### config.mk
export PLATFORM = sky130hd
export DESIGN_NAME = branch_sequencer_flat
export DESIGN_NICKNAME = d
export VERILOG_FILES = /design/src/rtl/branch_sequencer_if.sv /design/src/rtl/branch_sequencer.sv /design/src/flat_wrapper.sv
export SDC_FILE = /design/constraint.sdc
export NUM_CORES = 1
export LEC_CHECK = 0
export CORE_UTILIZATION = 25
export CTS_CLUSTER_SIZE = 10
export DETAILED_ROUTE_END_ITERATION = 8
export DONT_BUFFER_PORTS = 1
export PLACE_DENSITY_LB_ADDON = 0.3
export SYNTH_ARGS = -nofsm -noshare
export SYNTH_HDL_FRONTEND = slang
export SYNTH_SLANG_ARGS = --single-unit
### constraint.sdc
create_clock -name clk -period 1.6 [get_ports clk]
set_clock_uncertainty 0.1 [all_clocks]
set_input_delay 0.32 -clock clk [delete_from_list [all_inputs] [get_ports clk]]
set_output_delay 0.32 -clock clk [all_outputs]
set_load 0.05 [all_outputs]
### src/rtl/branch_sequencer_if.sv
// branch_sequencer_if: IR/CON handshake and datapath strobes between the sequencer and the mini-SRC datapath
interface branch_sequencer_if;
    logic        start;
    logic [31:0] ir;
    logic        con;
    logic        con_in;
    logic [1:0]  con_bits;
    logic        gra;
    logic        r_out;
    logic        pc_out;
    logic        y_in;
    logic        c_out;
    logic        alu_add;
    logic        z_in;
    logic        zlow_out;
    logic        pc_in;
    logic        taken;
    logic        busy;
    logic        done;
    logic        err;
    modport master (
        output start, ir, con,
        input  con_in, con_bits, gra, r_out, pc_out, y_in, c_out, alu_add, z_in, zlow_out, pc_in, taken, busy, done, err
    );
    modport slave (
        input  start, ir, con,
        output con_in, con_bits, gra, r_out, pc_out, y_in, c_out, alu_add, z_in, zlow_out, pc_in, taken, busy, done, err
    );
endinterface

### src/rtl/branch_sequencer.sv
// branch_sequencer: runs the T3-T6 steps of brzr/brnz/brpl/brmi, loading PC only when the CON flip-flop is set
module branch_sequencer #(
    parameter int                 OPC_W      = 5,
    parameter logic [OPC_W-1:0]   OPC_BRANCH = 5'b10010
) (
    input logic clk,
    input logic reset,
    branch_sequencer_if.slave bus
);
    typedef enum logic [2:0] {S_IDLE, S_RA, S_PC, S_ADD, S_LOAD, S_DONE} state_t;
    state_t     state, state_nxt;
    logic [1:0] c2_q;
    logic       taken_q;
    logic       err_q;
    logic       is_branch;
    logic       accept;
    logic       unused_ir;
    assign is_branch = bus.ir[31:32-OPC_W] == OPC_BRANCH;
    assign accept    = state == S_IDLE && bus.start;
    assign unused_ir = ^{bus.ir[26:21], bus.ir[18:0]};
    always_ff @(posedge clk) begin
        if (reset) begin
            state   <= S_IDLE;
            c2_q    <= 2'b00;
            taken_q <= 1'b0;
            err_q   <= 1'b0;
        end else begin
            state <= state_nxt;
            err_q <= accept && !is_branch;
            if (accept && is_branch) begin
                c2_q    <= bus.ir[20:19];
                taken_q <= 1'b0;
            end
            if (state == S_LOAD) taken_q <= bus.con;
        end
    end
    always_comb begin
        state_nxt = S_IDLE;
        case (state)
            S_IDLE:  state_nxt = (accept && is_branch) ? S_RA : S_IDLE;
            S_RA:    state_nxt = S_PC;
            S_PC:    state_nxt = S_ADD;
            S_ADD:   state_nxt = S_LOAD;
            S_LOAD:  state_nxt = S_DONE;
            default: state_nxt = S_IDLE;
        endcase
    end
    // CON has latched the Ra test by S_LOAD, so it gates the PC load directly
    assign bus.con_in   = state == S_RA;
    assign bus.con_bits = c2_q;
    assign bus.gra      = state == S_RA;
    assign bus.r_out    = state == S_RA;
    assign bus.pc_out   = state == S_PC;
    assign bus.y_in     = state == S_PC;
    assign bus.c_out    = state == S_ADD;
    assign bus.alu_add  = state == S_ADD;
    assign bus.z_in     = state == S_ADD;
    assign bus.zlow_out = state == S_LOAD;
    assign bus.pc_in    = state == S_LOAD && bus.con;
    assign bus.taken    = (state == S_LOAD) ? bus.con : taken_q;
    assign bus.busy     = state != S_IDLE;
    assign bus.done     = state == S_DONE;
    assign bus.err      = err_q;
endmodule

### src/flat_wrapper.sv
// flat-port wrapper written by rule: the top's interface ports become plain ports
module branch_sequencer_flat 
#(
    parameter int                 OPC_W      = 5,
    parameter logic [OPC_W-1:0]   OPC_BRANCH = 5'b10010
)
  (clk, reset, bus_start, bus_ir, bus_con, bus_con_in, bus_con_bits, bus_gra, bus_r_out, bus_pc_out, bus_y_in, bus_c_out, bus_alu_add, bus_z_in, bus_zlow_out, bus_pc_in, bus_taken, bus_busy, bus_done, bus_err);
  branch_sequencer_if bus_i ();
  input logic clk;
  input logic reset;
  input wire logic [$bits(bus_i.start)-1:0] bus_start;
  input wire logic [$bits(bus_i.ir)-1:0] bus_ir;
  input wire logic [$bits(bus_i.con)-1:0] bus_con;
  output wire logic [$bits(bus_i.con_in)-1:0] bus_con_in;
  output wire logic [$bits(bus_i.con_bits)-1:0] bus_con_bits;
  output wire logic [$bits(bus_i.gra)-1:0] bus_gra;
  output wire logic [$bits(bus_i.r_out)-1:0] bus_r_out;
  output wire logic [$bits(bus_i.pc_out)-1:0] bus_pc_out;
  output wire logic [$bits(bus_i.y_in)-1:0] bus_y_in;
  output wire logic [$bits(bus_i.c_out)-1:0] bus_c_out;
  output wire logic [$bits(bus_i.alu_add)-1:0] bus_alu_add;
  output wire logic [$bits(bus_i.z_in)-1:0] bus_z_in;
  output wire logic [$bits(bus_i.zlow_out)-1:0] bus_zlow_out;
  output wire logic [$bits(bus_i.pc_in)-1:0] bus_pc_in;
  output wire logic [$bits(bus_i.taken)-1:0] bus_taken;
  output wire logic [$bits(bus_i.busy)-1:0] bus_busy;
  output wire logic [$bits(bus_i.done)-1:0] bus_done;
  output wire logic [$bits(bus_i.err)-1:0] bus_err;
  assign bus_i.start = bus_start;
  assign bus_i.ir = bus_ir;
  assign bus_i.con = bus_con;
  assign bus_con_in = bus_i.con_in;
  assign bus_con_bits = bus_i.con_bits;
  assign bus_gra = bus_i.gra;
  assign bus_r_out = bus_i.r_out;
  assign bus_pc_out = bus_i.pc_out;
  assign bus_y_in = bus_i.y_in;
  assign bus_c_out = bus_i.c_out;
  assign bus_alu_add = bus_i.alu_add;
  assign bus_z_in = bus_i.z_in;
  assign bus_zlow_out = bus_i.zlow_out;
  assign bus_pc_in = bus_i.pc_in;
  assign bus_taken = bus_i.taken;
  assign bus_busy = bus_i.busy;
  assign bus_done = bus_i.done;
  assign bus_err = bus_i.err;
  branch_sequencer #(.OPC_W(OPC_W), .OPC_BRANCH(OPC_BRANCH)) u_core (.clk(clk), .reset(reset), .bus(bus_i));
endmodule
Word level (Yosys, flattened, before mapping)
Index checks and enable logic that the tools add are counted.
{"block": "classes", "n_eq_ne": 6, "mux": 5, "reduce_logical": 8}
{"op": "one-hot mux 3 bit (5 select lines)", "count": 1}
{"op": "equality test 3 x 2 -> 1 bit (second input constant)", "count": 2}
{"op": "equality test 3 bit (second input constant)", "count": 2}
{"op": "equality test 5 bit (second input constant)", "count": 1}
{"op": "logical AND 1 bit", "count": 4}
{"op": "two-way mux 1 bit", "count": 4}
{"op": "equality test 3 x 1 -> 1 bit (second input constant)", "count": 1}
{"op": "logical NOT 3 bit", "count": 1}
{"op": "nonzero test 3 bit", "count": 1}
{"op": "nonzero test 2 bit", "count": 1}
{"op": "logical NOT 1 bit", "count": 1}
{"block": "totals", "ff_bits": 7, "out_inout_bits": 16, "input_bits": 36}

Logic depth before layout (Yosys ltp)
Gate-level depths: netlist (run 1).
{"block": "logic_depth", "depth_word": 5, "mapped_depth": 3, "depth_no_buf": 3}

Worst setup path before layout (run 1)
OpenSTA, ideal clock, no wires.
{"block": "synth_timing", "path_kind": "reg-to-output", "from": "register u_core.state[0]", "to": "output bus_gra", "n_path_buf": 1, "required_time_ns": 1.180, "path_stages_with_launch": 3, "path_slack_ns": -0.961, "t_arrival_ns": 2.141, "path_cell_list": "dfxtp_1 > nor3b_1 > buf_4"}
{"block": "synth_between", "elab_chain_cells": 1}
{"item": "start: declaration", "line_no": "branch_sequencer.sv:11", "rtl": "state_t state, state_nxt;"}
{"item": "start signal: assignment", "line_no": "branch_sequencer.sv:28", "rtl": "state <= state_nxt;"}
{"item": "equality test 3 x 1 -> 1 bit"}
{"item": "end: declaration", "line_no": "flat_wrapper.sv:16", "rtl": "output wire logic [$bits(bus_i.gra)-1:0] bus_gra;"}
Every way passes these cells.

Worst setup path after layout (run 1)
{"block": "layout_timing", "from": "register u_core.state[0]", "to": "output bus_taken"}
{"block": "layout_between", "elab_chain_cells": 2}
{"item": "equality test 3 bit", "line_no": "branch_sequencer.sv:60", "rtl": "assign bus.taken = (state == S_LOAD) ? bus.con : taken_q;"}
{"item": "two-way mux 1 bit", "line_no": "branch_sequencer.sv:60"}
{"item": "end: declaration", "line_no": "flat_wrapper.sv:25", "rtl": "output wire logic [$bits(bus_i.taken)-1:0] bus_taken;"}
Every way passes these cells.

==> metrics.yaml, run 1 <==
synth:
  synth_compound_area_share_pct: 9.206
  synthAdderAreaFrac_pct: 0
  synth_warnings: 0
  synth_seq_cells: 7
  synth-seq-area-share_pct: 35.56
  netlist_area_um2: 394.1
  synth-simple-area-share_pct: 36.83
  syn-num-nets: 75
  synthCells: 39
  synth_xor_area_share_pct: 0
  synth_top_family_by_area: "simple AND/OR/NAND/NOR gates"
  syn_avg_cell_area_um2: 10.11
  synth_mux_area_share_pct: 7.937
  ys_types: 20
global_routing:
  use_met2_pct: 19.38
  grt_util_met3_pct: 4.348
  top_usage_layer: "met2"
  grt_overflow: 0
  grt_first_pass_wirelength_um: 1483
  grt_pass1_vias: 366
  grt_util_all_layers_pct: 11.42
  grt_max_degree: 7
  antenna_found_initial: 0
  gr-usage-met1_pct: 12.20
timing:
  fmax_mhz: 590.4
  period_minus_slack_ns: 1.694
  tns_ns: -0.3353
  timing.hold.ws_ns: 0.02166
  tightest_slew_ns: 0.5132
  setup_viol: 8
  maxSlewHeadroom_pct: 65.74
  finalWorstSetupSlack_ns: -0.09380
  grt_setup_unrepaired: "yes"
  drv_slew: 0
  period_share_pct: 105.9
  hold_viol: 0
detailed_routing:
  firstDrtPassIters: 4
  routed_wl_um: 884
  wire_per_inst_um: 13.60
  drt_iter0_markers: 5
  vias: 326
  ant_nets: 0
  via_per_inst: 5.015
  drc: 0
power_and_ir_drop:
  ir_drop_mv: 0.2987
  total_power_mw: 0.3832
  power_density_nw_per_um2: 640.8
  p_leak_nw: 0.2384
clock_tree:
  cts_buffers: 3
  cts_buffer_depth: 2
  clkSinkCount: 7
  insertion_delay_ns: 0.25
  clock-root-buffer: "clkbuf_4"
  ctsHoldBuffers: 0
  clk_pin_slew_ns: 0.05
  cts_tree: "built"
  htreeDepth: 1
final_layout:
  final_area_um2: 598.1
  drive_gt1_share_pct: 58.00
  diodes: 0
  fillers: 115
  finish.utilization_pct: 43.26
  layout.nets: 87
  stdcell_count: 65
  mostFrequentLayoutCell: "buf_4"
  syn_to_final_growth_pct: 51.75
  final_cell_mix: "buf_4, nand2_1, nor2_1, dfxtp_1"
placement:
  hpwl_um: 635.9
  io_buffers: 0
  place_inst: 54
  gp_congestion: 0.6711
  placed_area_um2: 503.0
  pre_cts_slack_ns: 0.09450
worst_setup_path:
  critical_path_buf_inv_count: 0
  start_kind: "flip-flop"
  criticalPathCategory: "reg2out"
  crit_required_ns: 1.18
  cpPeakStageDelay_ns: 0.41
  cp_top_family: "multiplexers"
  end_kind: "output port"
  cp_max_fo: 5
  arrival_ns: 1.27
  cpMaxStageDelayCell: "mux2_4"
  path_cells: "nor3b_4 -> mux2_4"
run:
  maxCapViolations: 0
floorplan:
  start_util_pct: 28.51
  dieWidth_um: 41.71
  num_io_pins: 52
  dieHeight_um: 41.71
  core_area_um2: 1383
  rows: 13
  dieArea_um2: 1739
run_status:
  violations: "setup timing"
  status: "complete, but fails checks"
hold_path:
  min_path_type: "in2reg"
[state kept, by name, summed over array words and instances (netlist names)]
register / cells
u_core.state: 3
u_core.bus.err: 1
u_core.bus.con_bits: 2
u_core.taken_q: 1
[report_power, final]
part	total, mW	switching (mW)	internal, mW
logic	0.0383	0.0218	0.0165
registers	0.183	0.00997	0.173
clock network	0.162	0.0665	0.0953
total	0.383	0.0983	0.285
[worst reg2reg max path, delay by kind of cell (launching register included)]
| family | cells | cell delay, ns |
|---|---|---|
| buffers and inverters | 1 | 0.14 |
| flip-flops | 1 | 0.36 |
| AND/OR/NAND/NOR | 2 | 0.73 |
| multiplexers | 1 | 0.20 |
[what timing repair did]
action	CTS	global route
buffers inserted	6	1
cloned	0	0
resized for setup	4	2
pin swaps	3	1
endpoints found under the setup margin	5	16
[kinds of logic (layout without fill, tap and decap cells)]
family                 after synthesis  count (layout)
and+or+nand+nor                     19              19
DFF                                  7               7
buffers and inverters                6              17
AOI/OAI and AO/OA                    4               4
muxes                                3               3
[worst paths after layout]
path | slack, ns | startpoint | to | cells past startpoint
setup / recovery | -0.09 | u_core.state[0]$_SDFF_PP0_ | bus_taken | 2
hold / removal | 0.02 | reset | u_core.state[1]$_SDFF_PP0_ | 1
setup reg to reg | 0 | u_core.state[0]$_SDFF_PP0_ | u_core.bus.con_bits[1]$_SDFFE_PP0P_ | 4
hold reg to reg | 0.48 | u_core.state[2]$_SDFF_PP0_ | u_core.state[0]$_SDFF_PP0_ | 2
[metal layers]
| metal | wire, µm | vias to the layer above | share of wire [%] |
|---|---|---|---|
| met5 | 0 | - | 0 |
| met4 | 0 | 0 | 0 |
| met3 | 57 | 0 | 6.4 |
| met2 | 442 | 18 | 50 |
| met1 | 385 | 145 | 44 |
| li1 | - | 163 | - |
[cells in the mapped netlist]
master,count,share of area (%)
mux2_2,1,2.9
nor3b_2,1,3.2
nor3b_1,2,3.8
nor2_1,4,3.8
and3b_2,2,5.1
nor3_4,1,4.1
a2111oi_1,1,2.5
nor4b_1,1,2.2
a311oi_1,1,2.2
mux2i_1,2,5.1
or3_2,1,1.9
or4b_4,1,3.5
buf_4,5,9.5
nand2_1,4,3.8
o311a_1,1,2.5
dfxtp_1,7,36
and2_1,1,1.6
inv_1,1,0.95
or4bb_4,1,3.8
a211oi_1,1,1.9
[layout make-up]
cell class	count	area [µm²]	share of cell area, %
tap	15	18.77	3.138
timing repair buffer	12	151.4	25.31
sequential	7	151.4	25.31
multi-input combinational	26	246.5	41.21
clock buffer	4	26.28	4.393
inverter	1	3.754	0.6276
(Power assumes the default switching activity.)
==> run 2, diff against run 1 <==
CTS_BUF_LIST = sky130_fd_sc_hd__clkbuf_2   (was unset)
MAX_ROUTING_LAYER = met4   (was unset)
SLEW_MARGIN = 20   (was unset)
==> metrics.yaml, run 2 (synthesis gave the netlist of run 1 again) <==
detailed_routing:
  drt_iter0_markers: 4
  firstDrtPassIters: 4
  wire_per_inst_um: 13.02
  routed_wl_um: 833
  vias: 326
  drc: 0
  via_per_inst: 5.094
  ant_nets: 0
final_layout:
  syn_to_final_growth_pct: 46.35
  layout.nets: 86
  mostFrequentLayoutCell: "buf_4"
  largest_reg_flops: 3
  diodes: 0
  drive_gt1_share_pct: 59.18
  max_flop_register: "u_core.state"
  final_cell_mix: "buf_4, nand2_1, nor2_1, clkbuf_2, dfxtp_1"
timing:
  setup_viol: 5
  tns_ns: -0.1926
  tightest_slew_ns: 0.5114
  period_share_pct: 105.5
  maxSlewHeadroom_pct: 65.86
  fmax_mhz: 592.5
  grt_setup_unrepaired: "yes"
  drv_slew: 0
  hold_viol: 0
  period_minus_slack_ns: 1.688
  finalWorstSetupSlack_ns: -0.08782
floorplan:
  dieWidth_um: 41.71
  num_io_pins: 52
  start_util_pct: 28.51
  dieHeight_um: 41.71
  core_area_um2: 1383
  dieArea_um2: 1739
  rows: 13
run_status:
  status: "complete, but fails checks"
  violations: "setup timing"
worst_setup_path:
  end_kind: "output port"
  crit_required_ns: 1.18
  cp_max_fo: 6
  arrival_ns: 1.27
  criticalPathCategory: "reg2out"
  start_kind: "flip-flop"
global_routing:
  grt_max_degree: 9
  grt_overflow: 0
  grt_first_pass_wirelength_um: 1338
  antenna_found_initial: 0
  grt_pass1_vias: 337
  grt_util_all_layers_pct: 10.54
clock_tree:
  insertion_delay_ns: 0.23
  cts_tree: "built"
  clkSinkCount: 7
  htreeDepth: 1
  clock-root-buffer: "clkbuf_2"
  cts_buffer_depth: 2
  clk_pin_slew_ns: 0.08
  cts_buffers: 3
  ctsHoldBuffers: 0
hold_path:
  min_path_type: "in2reg"
power_and_ir_drop:
  power_density_nw_per_um2: 611.3
  p_leak_nw: 0.2328
  ir_drop_mv: 0.2974
placement:
  pre_cts_slack_ns: 0.09450
  gp_congestion: 0.6777
  io_buffers: 0
  hpwl_um: 635.9
run:
  maxCapViolations: 0
-- run 2: changes by cell type in the layout (fill, tap and decap cells not counted) --
cell      previous run  this run
buf_8                1         0
clkbuf_1             1         0
clkbuf_2             0         4
clkbuf_4             3         0
-- run 2: stage by stage --
step           area [µm²]  hold slack [ns]  power, mW  instances  utilization [%]
6_report            576.8          0.04166     0.3526         64            41.72
5_1_grt             576.8          0.02483     0.3675         64            41.72
4_1_cts             560.5          0.03496     0.3557         62            40.54
3_5_place_dp        503.0           0.2854     0.2230         54            36.38
3_3_place_gp        503.0           0.2862     0.2221         54            36.38
2_1_floorplan       446.7           0.2827     0.2174         39                -
-- run 2: worst max-delay path: stages (launching register included) --
cell and delay, ns:
dfxtp_4 0.38, nor3b_4 0.24, mux2_4 0.41
-- run 2: routing by layer --
| metal | global-route usage, % | vias up | routed length, µm |
|---|---|---|---|
| met4 | 5.806 | 0 | 0 |
| met3 | 3.913 | 0 | 46 |
| li1 | - | 161 | - |
| met1 | 12.20 | 151 | 408 |
| met5 | - | - | 0 |
| met2 | 15.63 | 14 | 378 |
-- run 2: what timing repair did --
item,in CTS,in global routing
resized for setup,2,2
setup endpoints to repair,4,16
pin swaps,3,1
setup buffers,4,2
hold endpoints to repair,0,0
-- run 2: worst paths after layout --
| check | startpoint | to | slack [ns] | cells after the start |
|---|---|---|---|---|
| max reg2reg | u_core.state[2]$_SDFF_PP0_ | u_core.bus.con_bits[1]$_SDFFE_PP0P_ | -0.01 | 4 |
| min reg2reg | u_core.state[0]$_SDFF_PP0_ | u_core.state[0]$_SDFF_PP0_ | 0.39 | 1 |
| max | u_core.state[2]$_SDFF_PP0_ | bus_taken | -0.09 | 2 |
| min | reset | u_core.state[1]$_SDFF_PP0_ | 0.04 | 1 |
-- run 2: layout make-up --
class / instances / area [µm²]
inverters: 1 / 3.754
fillers: 119 / 805.8
clock buffers: 4 / 20.02
well taps: 15 / 18.77
repair buffers: 11 / 136.4
flip-flops and latches: 7 / 151.4
multi-input cells: 26 / 246.5
-- run 2: report_power, final --
group          switching (mW)  leakage (nW)  internal (mW)  total, mW
logic                  0.0212         0.157         0.0166     0.0378
registers              0.0102        0.0591          0.173      0.183
clock network          0.0654        0.0166         0.0665      0.132
